===== src/rtl/fft_pkg.sv =====
// Shared definitions for the radix-2 single-delay-feedback FFT stages:
// stage states, default geometry and the twiddle-index width helper.
package fft_pkg;

    typedef enum logic [1:0] {
        FILL    = 2'd0,
        COMBINE = 2'd1,
        FLUSH   = 2'd2
    } state_e;

    localparam int DEF_DEPTH = 4;
    localparam int DEF_IW    = 13;

    // Twiddle exponent k of W(2*DEPTH)^k spans 0 .. 2*DEPTH-1.
    function automatic int tw_width(input int depth);
        return $clog2(2 * depth);
    endfunction

endpackage


===== src/rtl/sdf_delay_line.sv =====
// Push/pop shift register: head_o is the oldest entry; one shift pops it and
// appends push_i at the tail.
module sdf_delay_line
    import fft_pkg::*;
#(
    parameter int DEPTH = DEF_DEPTH,
    parameter int W     = 2 * (DEF_IW + 1)
) (
    input  logic         clk,
    input  logic         rst,
    input  logic         shift_en_i,
    input  logic [W-1:0] push_i,
    output logic [W-1:0] head_o
);

    logic [W-1:0] mem_q [DEPTH];

    always_ff @(posedge clk) begin
        if (rst) begin
            for (int i = 0; i < DEPTH; i++) begin
                mem_q[i] <= '0;
            end
        end else if (shift_en_i) begin
            for (int i = 0; i < DEPTH - 1; i++) begin
                mem_q[i] <= mem_q[i + 1];
            end
            mem_q[DEPTH - 1] <= push_i;
        end
    end

    assign head_o = mem_q[0];

endmodule


===== src/rtl/bf2_sdf_stage.sv =====
// Radix-2 SDF butterfly stage: first half of a frame fills the delay line,
// second half emits sums and stores differences that drain during the next FILL or a FLUSH.
module bf2_sdf_stage
    import fft_pkg::*;
#(
    parameter int DEPTH = DEF_DEPTH,
    parameter int IW    = DEF_IW
) (
    input  logic                       clk,
    input  logic                       rst,
    input  logic signed [IW-1:0]       din_R,
    input  logic signed [IW-1:0]       din_Q,
    input  logic                       din_valid,
    output logic                       din_ready,
    input  logic                       flush,
    output logic signed [IW:0]         dout_R,
    output logic signed [IW:0]         dout_Q,
    output logic                       dout_valid,
    output logic [tw_width(DEPTH)-1:0] tw_idx,
    output logic                       dout_sop
);

    localparam int OW = IW + 1;
    localparam int CW = tw_width(DEPTH);

    state_e               state_q;
    logic [CW-1:0]        cnt_q;
    logic [CW-1:0]        fcnt_q;
    logic                 pending_q;
    logic signed [OW-1:0] dout_r_q, dout_q_q;
    logic                 dout_valid_q, dout_sop_q;
    logic [CW-1:0]        tw_idx_q;

    logic signed [OW-1:0] in_r, in_q, head_r, head_q;
    logic signed [OW-1:0] sum_r, sum_q, diff_r, diff_q;
    logic [2*OW-1:0]      head_w, push_w;
    logic                 accept, shift_en;

    assign din_ready = (state_q != FLUSH);
    assign accept    = din_valid && din_ready;
    assign shift_en  = accept || (state_q == FLUSH);

    assign in_r   = OW'(din_R);
    assign in_q   = OW'(din_Q);
    assign head_r = head_w[2*OW-1:OW];
    assign head_q = head_w[OW-1:0];
    assign sum_r  = head_r + in_r;
    assign sum_q  = head_q + in_q;
    assign diff_r = head_r - in_r;
    assign diff_q = head_q - in_q;

    always_comb begin
        push_w = {in_r, in_q};
        if (state_q == COMBINE) begin
            push_w = {diff_r, diff_q};
        end else if (state_q == FLUSH) begin
            push_w = '0;
        end
    end

    sdf_delay_line #(
        .DEPTH(DEPTH),
        .W    (2 * OW)
    ) u_delay (
        .clk       (clk),
        .rst       (rst),
        .shift_en_i(shift_en),
        .push_i    (push_w),
        .head_o    (head_w)
    );

    always_ff @(posedge clk) begin
        if (rst) begin
            state_q      <= FILL;
            cnt_q        <= '0;
            fcnt_q       <= '0;
            pending_q    <= 1'b0;
            dout_r_q     <= '0;
            dout_q_q     <= '0;
            dout_valid_q <= 1'b0;
            dout_sop_q   <= 1'b0;
            tw_idx_q     <= '0;
        end else begin
            dout_valid_q <= 1'b0;
            dout_sop_q   <= 1'b0;
            case (state_q)
                FILL: begin
                    if (accept) begin
                        if (pending_q) begin
                            dout_r_q     <= head_r;
                            dout_q_q     <= head_q;
                            dout_valid_q <= 1'b1;
                            tw_idx_q     <= cnt_q;
                        end
                        if (cnt_q == CW'(DEPTH - 1)) begin
                            pending_q <= 1'b0;
                            state_q   <= COMBINE;
                        end
                        cnt_q <= cnt_q + CW'(1);
                    // An accepted sample already drains a difference, so it takes priority over flush.
                    end else if (flush && pending_q && cnt_q == '0) begin
                        state_q <= FLUSH;
                        fcnt_q  <= '0;
                    end
                end
                COMBINE: begin
                    if (accept) begin
                        dout_r_q     <= sum_r;
                        dout_q_q     <= sum_q;
                        dout_valid_q <= 1'b1;
                        tw_idx_q     <= '0;
                        dout_sop_q   <= (cnt_q == CW'(DEPTH));
                        if (cnt_q == CW'(2 * DEPTH - 1)) begin
                            pending_q <= 1'b1;
                            state_q   <= FILL;
                        end
                        cnt_q <= cnt_q + CW'(1);
                    end
                end
                FLUSH: begin
                    dout_r_q     <= head_r;
                    dout_q_q     <= head_q;
                    dout_valid_q <= 1'b1;
                    tw_idx_q     <= fcnt_q;
                    fcnt_q       <= fcnt_q + CW'(1);
                    if (fcnt_q == CW'(DEPTH - 1)) begin
                        pending_q <= 1'b0;
                        state_q   <= FILL;
                    end
                end
                default: state_q <= FILL;
            endcase
        end
    end

    assign dout_R     = dout_r_q;
    assign dout_Q     = dout_q_q;
    assign dout_valid = dout_valid_q;
    assign dout_sop   = dout_sop_q;
    assign tw_idx     = tw_idx_q;

endmodule

===== config.mk =====
export PLATFORM = sky130hd
export DESIGN_NAME = bf2_sdf_stage
export DESIGN_NICKNAME = d
export VERILOG_FILES = /design/src/rtl/fft_pkg.sv /design/src/rtl/sdf_delay_line.sv /design/src/rtl/bf2_sdf_stage.sv
export SDC_FILE = /design/constraint.sdc
export NUM_CORES = 1
export LEC_CHECK = 0
export BUFFER_PORTS_ARGS = -buffer_cell sky130_fd_sc_hd__buf_2
export CAP_MARGIN = 20
export CORE_MARGIN = 2
export CORE_UTILIZATION = 25
export CTS_CLUSTER_DIAMETER = 120
export DETAILED_ROUTE_END_ITERATION = 10
export HOLD_SLACK_MARGIN = 0.02
export PLACE_DENSITY = 0.45
export RECOVER_POWER = 100
export REMOVE_ABC_BUFFERS = 1
export SKIP_LAST_GASP = 1
export SLEW_MARGIN = 20
export SYNTH_ARGS = -nofsm -noshare
export SYNTH_HDL_FRONTEND = slang
export SYNTH_SLANG_ARGS = --single-unit

===== constraint.sdc =====
create_clock -name clk -period 3.6 [get_ports clk]
set_input_delay 0.36 -clock clk [delete_from_list [all_inputs] [get_ports clk]]
set_output_delay 0.36 -clock clk [all_outputs]
set_load 0.01 [all_outputs]

==> out/results.ini <==
[status]
outcome=complete, but fails checks
violations=capacitance limit, slew limit

[run]
max_cap_viol_count=1

[routing]
drc=0
post_drt_via_cell_ratio=4.58
first_pass_iters=5
wl_per_cell_um=16.1
vias=6413
ant_nets=0
drt-initial-drc-count=458
wl_um=22500

[sta]
fin_crit_ns=3.07
hold_viol=0
fin_ws_ns=0.529
maxSlewViolCount=35
tightest_slew_ns=1.77
fin_crit_sh=0.853
slew_headroom=-0.180
finalSetupViolations=0
fmax_mhz=326
grt_setup_unrepaired=no
fin_skew_ns=0.00996

[placement]
pre_cts_slack_ns=0.684
place_hpwl_um=15800
place_congestion=0.811
placed_area_um2=9640
portBuffers=63

[global_route]
gr-total-overflow=0
antenna_found_initial=0
track_usage=0.126
grt_pass1_vias=6156
grt_pass1_wl_um=35500
grt_max_degree=88

[critical_path]
r2r-end=u_delay.mem_q[3][27]
slowest_delay_ns=0.80
critPathArrivalTime_ns=3.25
crit_slowest_cell=clkbuf_2
critPathCaptureType=flop
crit_type=flop to flop
crit_start=state_q[1]
rr_startpoint=state_q[1]
path_max_fanout=38
r2r_cells=7
endpoint=u_delay.mem_q[3][27]
rrSetupSlack_ns=0.53
cpMostUsedCell=clkbuf_2
crit_required_ns=3.78
start_kind=flop
path_cells=inv_1, ha_1, clkbuf_2, nor3_1, clkbuf_2, a31oi_1, o21ai_0

[synthesis]
synth_seq_cells=154
syn_inst=885
avgSynthCellArea_um2=9.95
async_flop_share=0
ys_warn_count=0
ys_seq_area_frac=0.478
synth-main-ff-cell=edfxtp_1
synth_edf_count=112
synth_area_um2=8800
synth.distinct_cells=63

[finish]
final_cell_mix=edfxtp_1, nor2_1, a21oi_1
diodes=0
final_common_cell=edfxtp_1
postLayoutCellArea_um2=10100
nets=1029
area_delta_synth_final_pct=15.1
drive_gt1_frac=0.0846
nFillCells=3652

[cts]
cts_num_sinks=154
cts_tree=done
post_cts_buffers=0
cts_hold_buf=0
cts_buffer_depth=2
cts_buffers=17
htree_levels=4
clk_pin_slew_ns=0.06
root_buffer=clkbuf_16
cts-resized-gates=0
clkLatencyLatePin_ns=0.43

[min_path]
hold_path_class=input port to flop

[power_and_ir_drop]
power.leakage_nw=3.98
worst_ir_drop_vdd_uv=350
power_density_nw_per_um2=442

[floorplan]
core-area_um2=34600
die-area_um2=36700
die_w_um=192
rows=68
start_util=0.254
num_io_pins=64
die_y_um=192

[worst min path at each step]
stage	startpoint	end	slack, ns	cells past startpoint
after global routing	din_R[9]	u_delay.mem_q[3][23]	0.25	2
after detailed placement	tw_idx[2]	tw_idx[2]	0.44	2
after CTS	din_R[9]	u_delay.mem_q[3][23]	0.22	2
final	din_R[9]	u_delay.mem_q[3][23]	0.24	2
after floorplan	rst	dout_Q[0]	0.43	1
after global placement	tw_idx[2]	tw_idx[2]	0.44	2
[area by class of cell]
type	count	area, um2	area share
clock buffer	24	462	0.0456
clock inverter	8	95.1	0.00939
inverter	61	229	0.0226
multi-input combinational	621	4180	0.413
sequential	154	4200	0.415
tap	455	569	0.0562
timing repair buffer	78	392	0.0387
[state kept, by name, summed over array words and instances (netlist names)]
name and cells:
fcnt_q 3, dout_Q 14, dout_sop 1, cnt_q 3
dout_valid 1, dout_R 14, tw_idx 3, u_delay.mem_q 112
pending_q 1, state_q 2
[worst max-delay path: cells and delay by family (launching register included)]
family                     cells  cell delay [ns]
buffers and inverters          3             1.23
AOI/OAI and AO/OA              2             0.33
adders and majority gates      1             0.79
DFF                            1             0.32
and+or+nand+nor                1             0.14
[metal layers]
metal  track usage  up-vias  part of all wire
li1              -     3208                 -
met1         0.190     3080              0.54
met2         0.182      107              0.41
met3        0.0243       18             0.033
met4        0.0358        0             0.011
met5             0        -                 0
[power by group]
| group | switching (mW) | leakage, nW | total (mW) | internal [mW] |
|---|---|---|---|---|
| registers | 0.0439 | 1.58 | 2.06 | 2.02 |
| clock network | 0.719 | 0.270 | 1.75 | 1.03 |
| logic | 0.410 | 2.13 | 0.667 | 0.257 |
| total | 1.17 | 3.98 | 4.48 | 3.31 |
[Yosys cell counts, drive strengths merged (4+ instances only)]
library cell	count	area, um2
a22oi	6	45.0
nand2	46	173
a21o	12	90.1
a211o	6	52.6
inv	61	229
nor2	84	315
nor2b	10	62.6
edfxtp	112	3360
ha	62	776
buf	9	55.0
a31oi	6	37.5
a21oi	75	387
xor2	7	61.3
and2	85	532
nor3	18	90.1
mux2i	8	80.1
a21boi	4	33.8
a311oi	5	43.8
dfxtp	42	841
clkbuf	40	150
fa	4	80.1
o21bai	4	30.0
or3	10	62.6
a211oi	15	113
o21ai	43	215
xnor2	31	272
nand3	9	45.0
o21a	8	60.1
o31ai	5	37.5
nand2b	10	62.6
[logic make-up after synthesis]
logic type / count (synthesis) / synth area share
xor gates and xnor gates: 38 / 0.0378
muxes: 8 / 0.00910
AOI/OAI and AO/OA: 216 / 0.158
buffers and inverters: 110 / 0.0493
DFF: 154 / 0.478
adders and majority gates: 66 / 0.0972
and+or+nand+nor: 293 / 0.171
[through the flow]
step	util	std cells	total power, mW	setup TNS [ns]	hold WS [ns]
after floorplan	-	836	2.56	-16.59	0.429
after global placement	0.278	1369	2.77	0	0.440
after detailed placement	0.278	1369	2.77	0	0.443
after CTS	0.295	1401	4.53	0	0.223
after global routing	0.293	1401	4.69	0	0.255
final	0.293	1401	4.48	0	0.243
No activity file was read; power rests on OpenSTA's default activity.
